$ cat config.mk
export PLATFORM = sky130hd
export DESIGN_NAME = wire_in_enq_bridge_flat
export DESIGN_NICKNAME = d
export VERILOG_FILES = /design/src/rtl/emu_host_pkg.sv /design/src/rtl/wire_in_enq_bridge_if.sv /design/src/rtl/host_sync_fifo.sv /design/src/rtl/wire_in_enq_bridge.sv /design/src/flat_wrapper.sv
export SDC_FILE = /design/constraint.sdc
export NUM_CORES = 1
export LEC_CHECK = 0
export CAP_MARGIN = 10
export CORE_UTILIZATION = 25
export DETAILED_ROUTE_END_ITERATION = 8
export HOLD_SLACK_MARGIN = 0.03
export PLACE_DENSITY = 0.45
export SLEW_MARGIN = 25
export SYNTH_ARGS = -nofsm -noshare
export SYNTH_HDL_FRONTEND = slang
export SYNTH_SLANG_ARGS = --single-unit
$ cat constraint.sdc
create_clock -name clock -period 3.8 [get_ports clock]
set_clock_uncertainty 0.1 [all_clocks]
set_input_delay 0.76 -clock clock [delete_from_list [all_inputs] [get_ports clock]]
set_output_delay 0.76 -clock clock [all_outputs]
set_load 0.05 [all_outputs]
$ cat src/rtl/emu_host_pkg.sv
// Shared types and constants for the host wire-in bridge: FSM states, host word layout, default FIFO depth.
package emu_host_pkg;

    localparam int HOST_WORD_W   = 32;
    localparam int DEFAULT_DEPTH = 4;

    typedef enum logic [1:0] {
        IDLE     = 2'd0,
        CAPTURE  = 2'd1,
        WAIT_LOW = 2'd2
    } host_state_t;

    typedef struct packed {
        logic [HOST_WORD_W-1:0] hi;
        logic [HOST_WORD_W-1:0] lo;
    } host_word_t;

    function automatic logic [31:0] sat_inc(input logic [31:0] v);
        return (v == 32'hFFFF_FFFF) ? v : v + 32'd1;
    endfunction

endpackage

$ cat src/rtl/wire_in_enq_bridge_if.sv
// Host wire-in/wire-out signals plus the decoupled dequeue port toward the emulator core.
interface wire_in_enq_bridge_if #(
    parameter int WORD_W = 64
);
    import emu_host_pkg::*;

    logic                   host_valid;
    logic [HOST_WORD_W-1:0] host_bits_0;
    logic [HOST_WORD_W-1:0] host_bits_1;
    logic                   host_ready;
    logic                   host_ovf;
    logic                   host_ovf_clr;
    logic                   deq_valid;
    logic                   deq_ready;
    logic [WORD_W-1:0]      deq_bits;

    modport master (
        output host_valid, host_bits_0, host_bits_1, host_ovf_clr, deq_ready,
        input  host_ready, host_ovf, deq_valid, deq_bits
    );

    modport slave (
        input  host_valid, host_bits_0, host_bits_1, host_ovf_clr, deq_ready,
        output host_ready, host_ovf, deq_valid, deq_bits
    );

endinterface

$ cat src/rtl/host_sync_fifo.sv
// Synchronous FIFO: wrapping pointers plus a separate count to tell full from empty.
// Latency: a push is visible on head the next cycle; no bypass. Backpressure: push ignored when full, pop ignored when empty.
module host_sync_fifo #(
    parameter int DEPTH  = 4,
    parameter int WORD_W = 64
) (
    input  logic              clock,
    input  logic              reset,
    input  logic              push,
    input  logic [WORD_W-1:0] push_data,
    input  logic              pop,
    output logic [WORD_W-1:0] head,
    output logic              empty,
    output logic              full,
    output logic              full_next
);
    localparam int PTR_W = $clog2(DEPTH);
    localparam logic [PTR_W:0] FULL_CNT = (PTR_W+1)'(DEPTH);

    logic [WORD_W-1:0] mem [DEPTH];
    logic [PTR_W-1:0]  wr_ptr;
    logic [PTR_W-1:0]  rd_ptr;
    logic [PTR_W:0]    count;
    logic [PTR_W:0]    count_next;
    logic              push_ok;
    logic              pop_ok;

    assign empty     = (count == '0);
    assign full      = (count == FULL_CNT);
    assign push_ok   = push && !full;
    assign pop_ok    = pop && !empty;
    assign count_next = count + {{PTR_W{1'b0}}, push_ok} - {{PTR_W{1'b0}}, pop_ok};
    assign full_next = (count_next == FULL_CNT);
    assign head      = empty ? '0 : mem[rd_ptr];

    always_ff @(posedge clock) begin
        if (reset) begin
            wr_ptr <= '0;
            rd_ptr <= '0;
            count  <= '0;
        end else begin
            if (push_ok) wr_ptr <= wr_ptr + PTR_W'(1);
            if (pop_ok)  rd_ptr <= rd_ptr + PTR_W'(1);
            count <= count_next;
        end
    end

    always_ff @(posedge clock) begin
        if (push_ok) mem[wr_ptr] <= push_data;
    end

endmodule

$ cat src/rtl/wire_in_enq_bridge.sv
// Turns a host wire-in valid level into single FIFO pushes; optional stats via WIRE_IN_ENQ_BRIDGE_STATS_EN.
// Latency: word on deq_bits 2 cycles after host_valid first sampled high. Backpressure: host_ready low when full; edges while full are dropped and flagged sticky in host_ovf.
module wire_in_enq_bridge
    import emu_host_pkg::*;
#(
    parameter int DEPTH  = DEFAULT_DEPTH,
    parameter int WORD_W = 2 * HOST_WORD_W
) (
    input  logic                 clock,
    input  logic                 reset,
    wire_in_enq_bridge_if.slave  bus
`ifdef WIRE_IN_ENQ_BRIDGE_STATS_EN
    ,
    output logic [31:0]          stat_enq_cnt,
    output logic [31:0]          stat_drop_cnt
`endif
);
    host_state_t state_q;
    host_state_t state_d;
    logic        capture;
    logic        push_ok;
    logic        ovf_set;
    logic        fifo_empty;
    logic        fifo_full;
    logic        fifo_full_next;
    logic        ovf_q;
    logic        ready_q;
    host_word_t  cap_word;

    assign cap_word = '{hi: bus.host_bits_1, lo: bus.host_bits_0};

    always_ff @(posedge clock) begin
        if (reset) state_q <= IDLE;
        else       state_q <= state_d;
    end

    // CAPTURE never looks at host_valid; a drop of valid during it is seen in WAIT_LOW.
    always_comb begin
        state_d = state_q;
        capture = 1'b0;
        case (state_q)
            IDLE:     if (bus.host_valid) state_d = CAPTURE;
            CAPTURE: begin
                capture = 1'b1;
                state_d = WAIT_LOW;
            end
            WAIT_LOW: if (!bus.host_valid) state_d = IDLE;
            default:  state_d = IDLE;
        endcase
    end

    // Full is judged before any same-cycle pop, so a push into a full FIFO is always dropped.
    assign push_ok = capture && !fifo_full;
    assign ovf_set = capture && fifo_full;

    host_sync_fifo #(
        .DEPTH  (DEPTH),
        .WORD_W (WORD_W)
    ) u_fifo (
        .clock     (clock),
        .reset     (reset),
        .push      (push_ok),
        .push_data (cap_word),
        .pop       (bus.deq_ready),
        .head      (bus.deq_bits),
        .empty     (fifo_empty),
        .full      (fifo_full),
        .full_next (fifo_full_next)
    );

    always_ff @(posedge clock) begin
        if (reset) begin
            ovf_q   <= 1'b0;
            ready_q <= 1'b1;
        end else begin
            ovf_q   <= ovf_set | (ovf_q & ~bus.host_ovf_clr);
            ready_q <= !fifo_full_next;
        end
    end

    assign bus.host_ovf   = ovf_q;
    assign bus.host_ready = ready_q;
    assign bus.deq_valid  = !fifo_empty;

`ifdef WIRE_IN_ENQ_BRIDGE_STATS_EN
    always_ff @(posedge clock) begin
        if (reset) begin
            stat_enq_cnt  <= '0;
            stat_drop_cnt <= '0;
        end else begin
            if (push_ok) stat_enq_cnt  <= sat_inc(stat_enq_cnt);
            if (ovf_set) stat_drop_cnt <= sat_inc(stat_drop_cnt);
        end
    end
`endif

endmodule
$ cat src/flat_wrapper.sv
// flat-port wrapper written by rule: the top's interface ports become plain ports
module wire_in_enq_bridge_flat import emu_host_pkg::*;
#(
    parameter int DEPTH  = DEFAULT_DEPTH,
    parameter int WORD_W = 2 * HOST_WORD_W
)
  (clock, reset, bus_host_valid, bus_host_bits_0, bus_host_bits_1, bus_host_ovf_clr, bus_deq_ready, bus_host_ready, bus_host_ovf, bus_deq_valid, bus_deq_bits);
  wire_in_enq_bridge_if #(.WORD_W(WORD_W)) bus_i ();
  input  logic clock;
  input  logic reset;
  input wire logic [$bits(bus_i.host_valid)-1:0] bus_host_valid;
  input wire logic [$bits(bus_i.host_bits_0)-1:0] bus_host_bits_0;
  input wire logic [$bits(bus_i.host_bits_1)-1:0] bus_host_bits_1;
  input wire logic [$bits(bus_i.host_ovf_clr)-1:0] bus_host_ovf_clr;
  input wire logic [$bits(bus_i.deq_ready)-1:0] bus_deq_ready;
  output wire logic [$bits(bus_i.host_ready)-1:0] bus_host_ready;
  output wire logic [$bits(bus_i.host_ovf)-1:0] bus_host_ovf;
  output wire logic [$bits(bus_i.deq_valid)-1:0] bus_deq_valid;
  output wire logic [$bits(bus_i.deq_bits)-1:0] bus_deq_bits;
  assign bus_i.host_valid = bus_host_valid;
  assign bus_i.host_bits_0 = bus_host_bits_0;
  assign bus_i.host_bits_1 = bus_host_bits_1;
  assign bus_i.host_ovf_clr = bus_host_ovf_clr;
  assign bus_i.deq_ready = bus_deq_ready;
  assign bus_host_ready = bus_i.host_ready;
  assign bus_host_ovf = bus_i.host_ovf;
  assign bus_deq_valid = bus_i.deq_valid;
  assign bus_deq_bits = bus_i.deq_bits;
  wire_in_enq_bridge #(.DEPTH(DEPTH), .WORD_W(WORD_W)) u_core (.clock(clock), .reset(reset), .bus(bus_i));
endmodule
# Word-level counts from Yosys, hierarchy flattened
# Memories as Yosys holds them, arrays and structs flattened. A register that Yosys moved wholly into a read port is not among the register bits.
# Index checks and enable logic that the tools add are counted.
[op_classes]
reduce_logical = 10
n_mux = 9
bitwise = 3
n_addsub = 4
n_eq_ne = 6
[ops]
columns = ["op", "count"]
rows = [
  ["2-to-1 mux 64 bit", 1],
  ["2-to-1 mux 2 bit", 4],
  ["== test 3 bit, second input constant", 2],
  ["one-hot mux 2 bit (3 select lines)", 1],
  ["adder 2 x 1 -> 2 bit, second input constant", 2],
  ["logical AND 1 bit", 4],
  ["!= test 2 bit, second input constant", 2],
  ["adder 3 x 1 -> 3 bit", 1],
  ["zero test 1 bit", 3],
  ["zero test 3 bit", 1],
  ["2-to-1 mux 1 bit", 3],
  ["subtractor 3 x 1 -> 3 bit", 1],
  ["== test 2 x 1 -> 1 bit, second input constant", 1],
  ["== test 2 bit, second input constant", 1],
  ["zero test 2 bit", 1],
  ["AND reduction 2 bit", 1],
  ["bitwise AND 1 bit", 1],
  ["NOT 1 bit", 1],
  ["OR 1 bit", 1],
]
[totals]
mem_bits_rw = 256
n_memories = 1
inputBits = 69
wordCells = 39
ff_bits = 11
[mem_list]
columns = ["memory", "words", "word_bits", "rd", "rd_ports_with_merged_regs", "wr", "line", "rtl"]
rows = [
  ["u_core.u_fifo.mem", 4, 64, 1, 1, 1, "host_sync_fifo.sv:20", "logic [WORD_W-1:0] mem [DEPTH];"],
]

# Logic depth before layout (Yosys ltp)
# Gate-level depths: netlist (run 1).
[logic_depth]
ltp_word = 8
depth_mapped = 10
ltp_nobuf = 10

# By module
# A second synthesis (run 1) with hierarchy kept.
[hier_totals]
cells_unflattened = 471
area_unflattened_um2 = 10308.6
[modules_own_cells]
columns = ["module", "cells_each", "instances", "area_each_um2", "seq_area_each_um2"]
rows = [
  ["host_sync_fifo", 457, 1, 10162.2, 7867.5],
  ["wire_in_enq_bridge", 14, 1, 146.4, 80.1],
]

# Least setup slack after synthesis (run 1)
# Ideal clock, no wire load.
[synth_timing]
kind = "register to register"
from = "reg u_core.u_fifo.count[1]"
to = "mem u_core.u_fifo.mem[0][0] (enable)"
t_required_ps = 3271
arrival_ps = 2362
n_path_buf = 0
stages_incl_launch_ff = 4
slack_ps = 909
synth_period_minus_slack_ps = 2891
path_cell_list = "dfxtp_1 nor2_1 a21oi_1 and2_1"
[synth_between]
elab_chain_len = 6
[synth_lines]
columns = ["element", "line", "rtl"]
rows = [
  ["start, declared", "host_sync_fifo.sv:23", "logic [PTR_W:0] count;"],
  ["start signal, assigned", "host_sync_fifo.sv:44", "count <= count_next;"],
  ["== test 3 bit *", "host_sync_fifo.sv:29", "assign full = (count == FULL_CNT);"],
  ["zero test 1 bit *", "host_sync_fifo.sv:30, wire_in_enq_bridge.sv:53", ""],
  ["logical AND 1 bit", "wire_in_enq_bridge.sv:53", "assign push_ok = capture && !fifo_full;"],
  ["logical AND 1 bit *", "host_sync_fifo.sv:30", "assign push_ok = push && !full;"],
  ["2-to-1 mux 1 bit *", "host_sync_fifo.sv:49", "if (push_ok) mem[wr_ptr] <= push_data;"],
  ["2-to-1 mux 1 bit (implied by the code) *", "host_sync_fifo.sv:49", ""],
  ["end, declared", "host_sync_fifo.sv:20", ""],
]
# Every way passes the cells marked *; elsewhere a longest branch is shown, timed or not.

==> flow_summary.yaml, run 1 <==
synthesis:
  ys_types: 28
  yosysWarnings: 0
  synth.top_cell.area_share_pct: 74.3
  synthArstFlopShare_pct: 0
  synth_edf_count: 256
  synth_flop_cell: "edfxtp_1"
  ys_seq_area_share_pct: 76.8
  syn_nets: 542
  ys_ff_latch: 269
  synth_area_leaders: "edfxtp_1 74%, mux4_2 13%, and2_1 4.1%"
  synthCells: 466
  syn_area_per_cell_um2: 22.2
  syn_area_um2: 10300
  synth_largest_area_cell: "edfxtp_1"
critical_path:
  reg2reg_depth: 10
  cpMaxStageDelayCell: "clkdlybuf4s50_1"
  crit_path_start_kind: "register"
  path_cells: "buf_16, mux4_2, and2_1, clkdlybuf4s50_1"
  cp_num_buf_inv: 2
  r2r_slack_ns: 0.91
  path_delay_family: "buffers and inverters"
  cp.arrival_ns: 2.78
  path_max_fanout: 37
  slowest_delay_ns: 0.69
  rr_startpoint: "u_core.u_fifo.count[1]"
  crit_type: "register to output pin"
  r2r_end: "u_core.bus.host_ready"
  worst_setup_path_end_kind: "output pin"
  critPathRequiredTime_ns: 2.94
placed_design:
  finalWeightedCongestion: 0.640
  portBuffers: 135
  dpl.cell_count: 1121
  placed_cell_area_um2: 12300
  dp.final_hpwl_um: 12900
sta:
  rsz0062_at_grt: "no"
  whs_ns: 0.380
  setup_tns_ns: 0
  period_needed_ns: 3.64
  setup_viol: 0
  drv_slew: 0
  fmax_ghz: 0.275
  fin_crit_sh_pct: 95.8
  tightest_slew_ns: 0.599
  relSlewSlack_pct: 60.1
  hold_viol: 0
finish:
  utilization_pct: 32.8
  area_growth_pct: 29.5
  fin_cells: 1178
  seqCellArea_um2: 7960
  multiInputGateArea_um2: 2180
  finalNetCount: 697
  fillCellCount: 3902
  fin_area_um2: 13400
  drive_gt1_share_pct: 19.4
cts:
  clockBufferDepth: 3
  insertion_delay_ns: 0.55
  clk_pin_slew_ns: 0.06
  cts_buffers: 30
  postCtsSetupBuffers: 0
  h-tree-depth: 1
  cts_tree: "done"
  clockRootBuffer: "clkbuf_16"
  clock-sinks: 269
grt:
  grt_max_degree: 38
  grt_pass1_wl_um: 33100
  grt_pass1_vias: 5579
  grt_usage_pct: 10.6
  overflow: 0
  antenna_found_initial: 0
power_and_ir_drop:
  powerDensity_nw_per_um2: 741
  power.switching_mw: 3.50
  p_sw_share_pct: 35.3
  p_leak_nw: 4.60
  ir_drop_uv: 423
  clkPwrFrac_pct: 28.5
  comb_power_share_pct: 36.8
  seq_power_share_pct: 34.8
  internal_power_mw: 6.42
floorplanning:
  boundaryPins: 136
  num_rows: 74
  start_util_pct: 25.3
  core_um2: 40800
  die_area_um2: 42200
  die_y_um: 205
  die_x_um: 205
route:
  routed_wl_um: 22400
  antenna_left: 0
  post_drt_wl_per_cell_um: 19.0
  initialDrtViolationCount: 200
  vias_per_cell: 4.19
  firstDrtPassIters: 4
  num_vias: 4931
  drc: 0
min_path:
  holdPathEnd: "u_core.state_q[0]"
  hp-class: "register to register"
  hp-start: "u_core.state_q[1]"
  hold_depth: 1
status:
  outcome: "finished clean"
job:
  cap_viol_max_count: 0
metrics by stage:
stage	power, mW	worst slack (ns)
global route	10.4	0.00361
floorplan	6.09	0.909
detailed placement	7.28	0.602
global placement	7.26	0.587
CTS	10.1	0.000271
finish	9.92	0.158
synth_stat cells (2+ instances only):
cell type,number
clkbuf_1,8
and2_1,68
mux4_2,60
inv_1,7
mux4_1,4
xor2_1,2
edfxtp_1,256
nor2_1,8
ha_1,6
nor2b_1,2
buf_2,6
dfxtp_1,13
nand2b_1,4
a21oi_1,3
buf_12,6
metal layers:
metal,global-route usage (%),share of wire (%)
met5,0,0
met1,13.8,45
met2,17.5,48
met3,2.42,5.0
met4,3.12,1.9
worst max-delay path by stage:
| stage | endpoint | cells past startpoint | from | slack, ns |
|---|---|---|---|---|
| 4_1_cts | bus_deq_bits[4] | 4 | register | 0.0003 |
| 3_3_place_gp | bus_deq_bits[2] | 4 | register | 0.59 |
| 3_5_place_dp | bus_deq_bits[2] | 4 | register | 0.60 |
| 5_1_grt | bus_deq_bits[42] | 4 | register | 0.004 |
| 2_1_floorplan | u_core.u_fifo.mem[0][0] | 3 | u_core.u_fifo.count[1] | 0.91 |
| 6_report | bus_deq_bits[42] | 4 | register | 0.16 |
state kept, by name (all words and copies together), names as in the netlist, named ones only:
| register | flops |
|---|---|
| u_core.state_q | 2 |
| u_core.u_fifo.mem | 256 |
| u_core.u_fifo.rd_ptr | 2 |
| u_core.u_fifo.wr_ptr | 2 |
| u_core.bus.host_ready | 1 |
| u_core.bus.host_ovf | 1 |
| u_core.u_fifo.count | 3 |
final cells by class:
cell class / count / share of cell area [%]
diodes: 1 / 0.0187
clock inverters: 15 / 1.03
multi-input cells: 168 / 16.3
repair buffers: 145 / 11.8
inverters: 7 / 0.196
well taps: 532 / 4.97
flip-flops and latches: 269 / 59.4
clock buffers: 41 / 6.29
cell families after synthesis:
kind of cell / count (synthesis) / share of synthesized area, %
multiplexers: 66 / 14.3
adder cells (fa/ha/maj): 7 / 0.919
AO/OA/AOI/OAI: 5 / 0.302
flip-flops: 269 / 76.8
AND/OR/NAND/NOR: 87 / 5.10
XOR/XNOR: 3 / 0.399
buffers and inverters: 29 / 2.15
placed cells by master (no fill, tap or decap), types with 2 or more instances in the layout:
master and n:
edfxtp_1 256, clkdlybuf4s50_1 100, and2_1 64, mux4_2 60, clkbuf_16 31, dlymetal6s2s_1 28
dfxtp_1 11, nor2_1 8, inv_1 7, clkbuf_1 7, clkinv_2 7, dlygate4sd2_1 7
ha_1 6, buf_12 6, mux4_1 4, nand2b_1 4, and2_4 4, clkinvlp_4 4
a21oi_1 3, clkbuf_8 3, buf_4 3, xor2_1 2, nor2b_1 2, dfxtp_4 2
bufinv_16 2
power by group through the flow:
stage                     Combinational, mW  Clock (mW)  Sequential, mW
after CTS                              3.76        2.93            3.45
after floorplan                        2.60           0            3.49
after detailed placement               3.76           0            3.51
after global routing                   3.87        3.04            3.47
final                                  3.65        2.82            3.45
after global placement                 3.76           0            3.51
repair_timing:
item | 4_1_cts | 5_1_grt
gates resized for setup | 7 | 29
pin swaps | 0 | 0
endpoints found under the setup margin | 7 | 30
hold endpoints to repair | 0 | 0
cloned | 0 | 0
hold buffers | 0 | 0
Note: power is estimated with default switching activity, not from simulation.
==> inputs of run 2 (changes only) <==
--- a/config.mk
+++ b/config.mk
@@ -6,10 +6,11 @@
 export NUM_CORES = 1
 export LEC_CHECK = 0
 export CAP_MARGIN = 10
-export CORE_UTILIZATION = 25
+export CORE_MARGIN = 2
+export CORE_UTILIZATION = 46
 export DETAILED_ROUTE_END_ITERATION = 8
 export HOLD_SLACK_MARGIN = 0.03
-export PLACE_DENSITY = 0.45
+export PLACE_DENSITY = 0.71
 export SLEW_MARGIN = 25
 export SYNTH_ARGS = -nofsm -noshare
 export SYNTH_HDL_FRONTEND = slang
==> run 2 against run 1 <==
Against the previous run: combinational power shrank 1%; global-route usage grew 5.4 points; clock power shrank 11%; first-iteration DRC count grew 38%; register-to-register slack is essentially flat; final cell count shrank 22%; sequential share of layout area grew 2.3 points; non-clock buffer count shrank 1; wire length shrank 16%; critical path depth is the same; final area shrank 3.7%; sequential cell count is the same; critical endpoint unchanged.
==> flow_summary.yaml, run 2 (synthesized netlist as in run 1, its figures left out) <==
status:
  outcome: "finished clean"
cts:
  clock-sinks: 269
  clockRootBuffer: "clkbuf_16"
  insertion_delay_ns: 0.51
  h-tree-depth: 1
  postCtsSetupBuffers: 0
  post_cts_resized: 0
  cts_buffers: 26
  clk_pin_slew_ns: 0.06
  clockBufferDepth: 3
  cts_tree: "done"
  hold_buffers: 0
sta:
  setup_tns_ns: 0
  fmax_ghz: 0.273
  rsz0062_at_grt: "no"
  tightest_slew_ns: 1.00
  drv_slew: 0
  setup_viol: 0
  relSlewSlack_pct: 33.2
  hold_viol: 0
  fin_crit_sh_pct: 96.4
  period_needed_ns: 3.66
route:
  post_drt_wl_per_cell_um: 20.6
  vias_per_cell: 5.28
  num_vias: 4840
  met3_length_um: 1010
  routed_wl_um: 18800
  wirelength_met1_um: 7990
  top_layer: "met4"
  drc: 0
  wl_met2_um: 9620
  initialDrtViolationCount: 276
  firstDrtPassIters: 6
  antenna_left: 0
critical_path:
  cpMaxStageDelayCell: "clkdlybuf4s50_1"
  critPathRequiredTime_ns: 2.94
  crit_path_start_kind: "register"
  crit_type: "register to output pin"
  worst_setup_path_end_kind: "output pin"
  cp.arrival_ns: 2.80
  slowest_delay_ns: 0.71
  path_cells: "buf_12, mux4_2, and2_1, clkdlybuf4s50_1"
  path_max_fanout: 35
floorplanning:
  num_rows: 54
  start_util_pct: 47.1
  die_area_um2: 23700
  core_um2: 22000
  die_x_um: 154
  boundaryPins: 136
  die_y_um: 154
finish:
  seqCellArea_um2: 7960
  n_antenna_cell: 0
  fillCellCount: 1574
  reg.largest.list: "u_core.u_fifo.mem (256), u_core.u_fifo.count (3)"
  final_common_cell: "edfxtp_1"
  largest-register: "u_core.u_fifo.mem"
  area_growth_pct: 24.7
  fin_cells: 916
  largest_reg_flops: 256
  finalNetCount: 692
  multiInputGateArea_um2: 2190
  layout_common_cells: "256 x edfxtp_1, 124 x clkdlybuf4s50_1, 64 x and2_1, 60 x mux4_2, 27 x clkbuf_16"
  fin_area_um2: 12900
  drive_gt1_share_pct: 17.8
power_and_ir_drop:
  p_leak_nw: 4.27
  powerDensity_nw_per_um2: 742
  ir_drop_uv: 510
placed_design:
  placed_cell_area_um2: 12000
  portBuffers: 135
  dpl.cell_count: 865
  dp.final_hpwl_um: 10800
  finalWeightedCongestion: 0.688
grt:
  antenna_found_initial: 0
  grt_pass1_wl_um: 29300
  grt_pass1_vias: 5278
  overflow: 0
  grt_max_degree: 65
  grt_usage_pct: 16.0
min_path:
  hp-class: "register to register"
job:
  cap_viol_max_count: 0
run 2: cell types whose count changed in the layout (fill, tap and decap cells not counted), moves of 2 or more:
cell | before | now
clkbuf_8 | 3 | 0
dlymetal6s2s_1 | 28 | 11
dlygate4sd2_1 | 7 | 0
clkbuf_16 | 31 | 27
clkinv_1 | 1 | 7
clkdlybuf4s50_1 | 100 | 124
buf_12 | 6 | 4
clkinvlp_4 | 4 | 1
clkbuf_1 | 7 | 4
run 2: critical path, delay by kind of cell, from the launching register on:
family | cells | cell delay [ns]
buf+inv | 2 | 1.04
simple gates | 1 | 0.17
mux | 1 | 0.54
flops | 1 | 0.51
run 2: cell type report:
class,instances,share of cell area (%)
Timing Repair Buffer,144,11.9
Clock buffer,31,5.35
Clock inverter,17,1.19
Sequential cell,269,61.7
Multi-Input combinational cell,168,17.0
Tap cell,280,2.72
Inverter,7,0.204
run 2: routing by layer:
metal	global-route usage (%)	up-vias
met5	0	-
met4	3.83	0
met3	3.21	18
met2	28.1	132
met1	20.6	2505
li1	-	2185
run 2: path summary, 6_finish.rpt:
| path | start | slack [ns] | cells after the start | endpoint |
|---|---|---|---|---|
| worst max-delay path | register | 0.14 | 4 | bus_deq_bits[42] |
| worst max register to register | u_core.u_fifo.count[1] | 0.90 | 10 | u_core.bus.host_ready |
| worst min-delay path | u_core.state_q[1] | 0.38 | 1 | u_core.state_q[0] |
| worst min register to register | u_core.state_q[1] | 0.38 | 1 | u_core.state_q[0] |
run 2: report_power, final:
group          internal, mW  leakage (nW)  total (mW)  switching (mW)
combinational          1.40          1.43        3.61            2.20
sequential             3.37          2.42        3.46          0.0905
clock                  1.49         0.414        2.51            1.01
total                  6.27          4.27        9.58            3.31
run 2: metrics by stage:
| stage | power (mW) | hold slack, ns | utilization [%] | worst slack, ns |
|---|---|---|---|---|
| after floorplan | 6.09 | 0.329 | - | 0.909 |
| after global placement | 7.15 | 0.337 | 54.4 | 0.602 |
| after detailed placement | 7.17 | 0.376 | 54.4 | 0.583 |
| after CTS | 9.69 | 0.386 | 58.3 | 0.0330 |
| after global routing | 9.94 | 0.417 | 58.8 | 0.00107 |
| final | 9.58 | 0.380 | 58.8 | 0.135 |
==> inputs of run 3 (changes only) <==
--- a/config.mk
+++ b/config.mk
@@ -10,7 +10,9 @@
 export CORE_UTILIZATION = 46
 export DETAILED_ROUTE_END_ITERATION = 8
 export HOLD_SLACK_MARGIN = 0.03
+export MAX_ROUTING_LAYER = met4
 export PLACE_DENSITY = 0.71
+export REMOVE_ABC_BUFFERS = 1
 export SLEW_MARGIN = 25
 export SYNTH_ARGS = -nofsm -noshare
 export SYNTH_HDL_FRONTEND = slang
==> run 3 against run 2 <==
Against the previous run: first-iteration DRC count rose by 9.4%; hold slack improved by 0.0087 ns; maximum frequency fell by 0.14%; highest routed layer unchanged; sequential power barely moved; sequential share of layout area fell by 0.74 points; total power rose by 3.7%; sequential cell count did not move; critical path type unchanged; core utilization rose by 0.71 points; critical endpoint is now bus_deq_bits[9].
==> flow_summary.yaml, run 3 (synthesized netlist as in run 1, its figures left out) <==
status:
  outcome: "finished clean"
finish:
  layout_common_cells: "256 x edfxtp_1, 126 x clkdlybuf4s50_1, 64 x and2_1, 60 x mux4_2, 29 x clkbuf_16"
  largest-register: "u_core.u_fifo.mem"
  largest_reg_flops: 256
  finalNetCount: 694
  area_growth_pct: 26.2
  drive_gt1_share_pct: 18.9
  fin_area_um2: 13100
  reg.largest.list: "u_core.u_fifo.mem (256), u_core.u_fifo.count (3)"
  fillCellCount: 1572
  utilization_pct: 59.5
  final_common_cell: "edfxtp_1"
min_path:
  hp-class: "register to register"
cts:
  clk_pin_slew_ns: 0.06
  cts_buffers: 28
  h-tree-depth: 1
  clockBufferDepth: 3
  clockRootBuffer: "clkbuf_16"
  cts_tree: "done"
  insertion_delay_ns: 0.53
  clock-sinks: 269
grt:
  grt_pass1_vias: 5519
  antenna_found_initial: 1
  overflow: 0
  grt_max_degree: 65
  grt_pass1_wl_um: 30400
  grt_usage_pct: 17.1
route:
  initialDrtViolationCount: 302
  post_drt_wl_per_cell_um: 20.9
  vias_per_cell: 5.31
  drc: 0
  firstDrtPassIters: 4
  num_vias: 4883
  routed_wl_um: 19200
  antenna_left: 0
sta:
  period_needed_ns: 3.67
  tightest_slew_ns: 0.661
  fmax_ghz: 0.272
  whs_ns: 0.388
  fin_crit_sh_pct: 96.6
  fin_ws_ns: 0.130
  rsz0062_at_grt: "no"
  relSlewSlack_pct: 55.9
  drv_slew: 0
  hold_viol: 0
  setup_viol: 0
power_and_ir_drop:
  p_leak_nw: 4.31
  powerDensity_nw_per_um2: 761
  ir_drop_uv: 779
  total_power_mw: 9.93
critical_path:
  worst_setup_path_end_kind: "output pin"
  reg2reg_depth: 10
  r2r_end: "u_core.bus.host_ready"
  r2r_slack_ns: 0.83
  path_max_fanout: 13
  critPathRequiredTime_ns: 2.94
  cp-endpoint: "bus_deq_bits[9]"
  cp.arrival_ns: 2.81
  crit_type: "register to output pin"
  crit_path_start_kind: "register"
  rr_startpoint: "u_core.u_fifo.count[1]"
placed_design:
  finalWeightedCongestion: 0.695
  placed_cell_area_um2: 12000
  dp.final_hpwl_um: 10900
  post-place-ws_ns: 0.597
  portBuffers: 135
floorplanning:
  die_x_um: 154
  core_um2: 22000
  boundaryPins: 136
  num_rows: 54
  die_y_um: 154
  die_area_um2: 23700
  start_util_pct: 47.1
job:
  cap_viol_max_count: 0
==> run 3: changes by cell type in the layout (fill, tap and decap cells not counted), sizes merged <==
cell,previous run,this run
bufinv,3,5
clkinvlp,1,3
clkinv,13,12
clkdlybuf4s50,124,126
diode,0,1
dlymetal6s2s,11,9
==> run 3: how the worst min path moves through the flow <==
stage / cells after the start / to / from
after CTS: 1 / u_core.state_q[0] / u_core.state_q[1]
after floorplan: 1 / u_core.state_q[0] / u_core.state_q[1]
after detailed placement: 1 / u_core.state_q[0] / u_core.state_q[1]
final: 1 / u_core.state_q[0] / u_core.state_q[1]
after global placement: 1 / u_core.state_q[0] / u_core.state_q[1]
after global routing: 1 / u_core.state_q[0] / u_core.state_q[0]
==> run 3: per-layer routing <==
metal | GRT usage (%) | vias up | part of all wire (%)
met2 | 28.9 | 129 | 50
met3 | 3.38 | 34 | 4.9
li1 | - | 2190 | -
met4 | 3.47 | 0 | 1.6
met1 | 21.8 | 2530 | 43
met5 | - | - | 0
==> run 3: power breakdown <==
part	switching [mW]	internal [mW]	leakage, nW	total [mW]
Sequential	0.104	3.37	2.42	3.48
Combinational	2.20	1.42	1.41	3.62
Clock	1.08	1.76	0.476	2.83
Total	3.38	6.55	4.31	9.93
==> run 3: through the flow <==
stage	TNS, ns	std cells
4_1_cts	0	915
3_5_place_dp	0	864
5_1_grt	0	920
6_report	0	920
3_3_place_gp	0	864
2_1_floorplan	-46.14	444
==> run 3: critical path, cell delays in order, from the launching register on <==
cell             delay, ns
dfxtp_4               0.53
buf_4                 0.34
mux4_2                0.54
and2_1                0.17
clkdlybuf4s50_1       0.70
==> run 3: cell type report <==
type / instances / area [um2] / area share [%]
clock buffers: 31 / 753 / 5.77
inverters: 7 / 26.3 / 0.201
multi-input cells: 168 / 2190 / 16.8
flip-flops and latches: 269 / 7960 / 60.9
clock inverters: 20 / 225 / 1.72
well taps: 280 / 350 / 2.68
diodes: 1 / 2.50 / 0.0192
repair buffers: 144 / 1560 / 11.9
==> run 3: repair_timing <==
action / CTS / global route
setup endpoints to repair: 0 / 32
gates resized for setup: 0 / 10
hold buffers: 0 / 0
buffers inserted: 0 / 0
endpoints found under the hold margin: 0 / 0
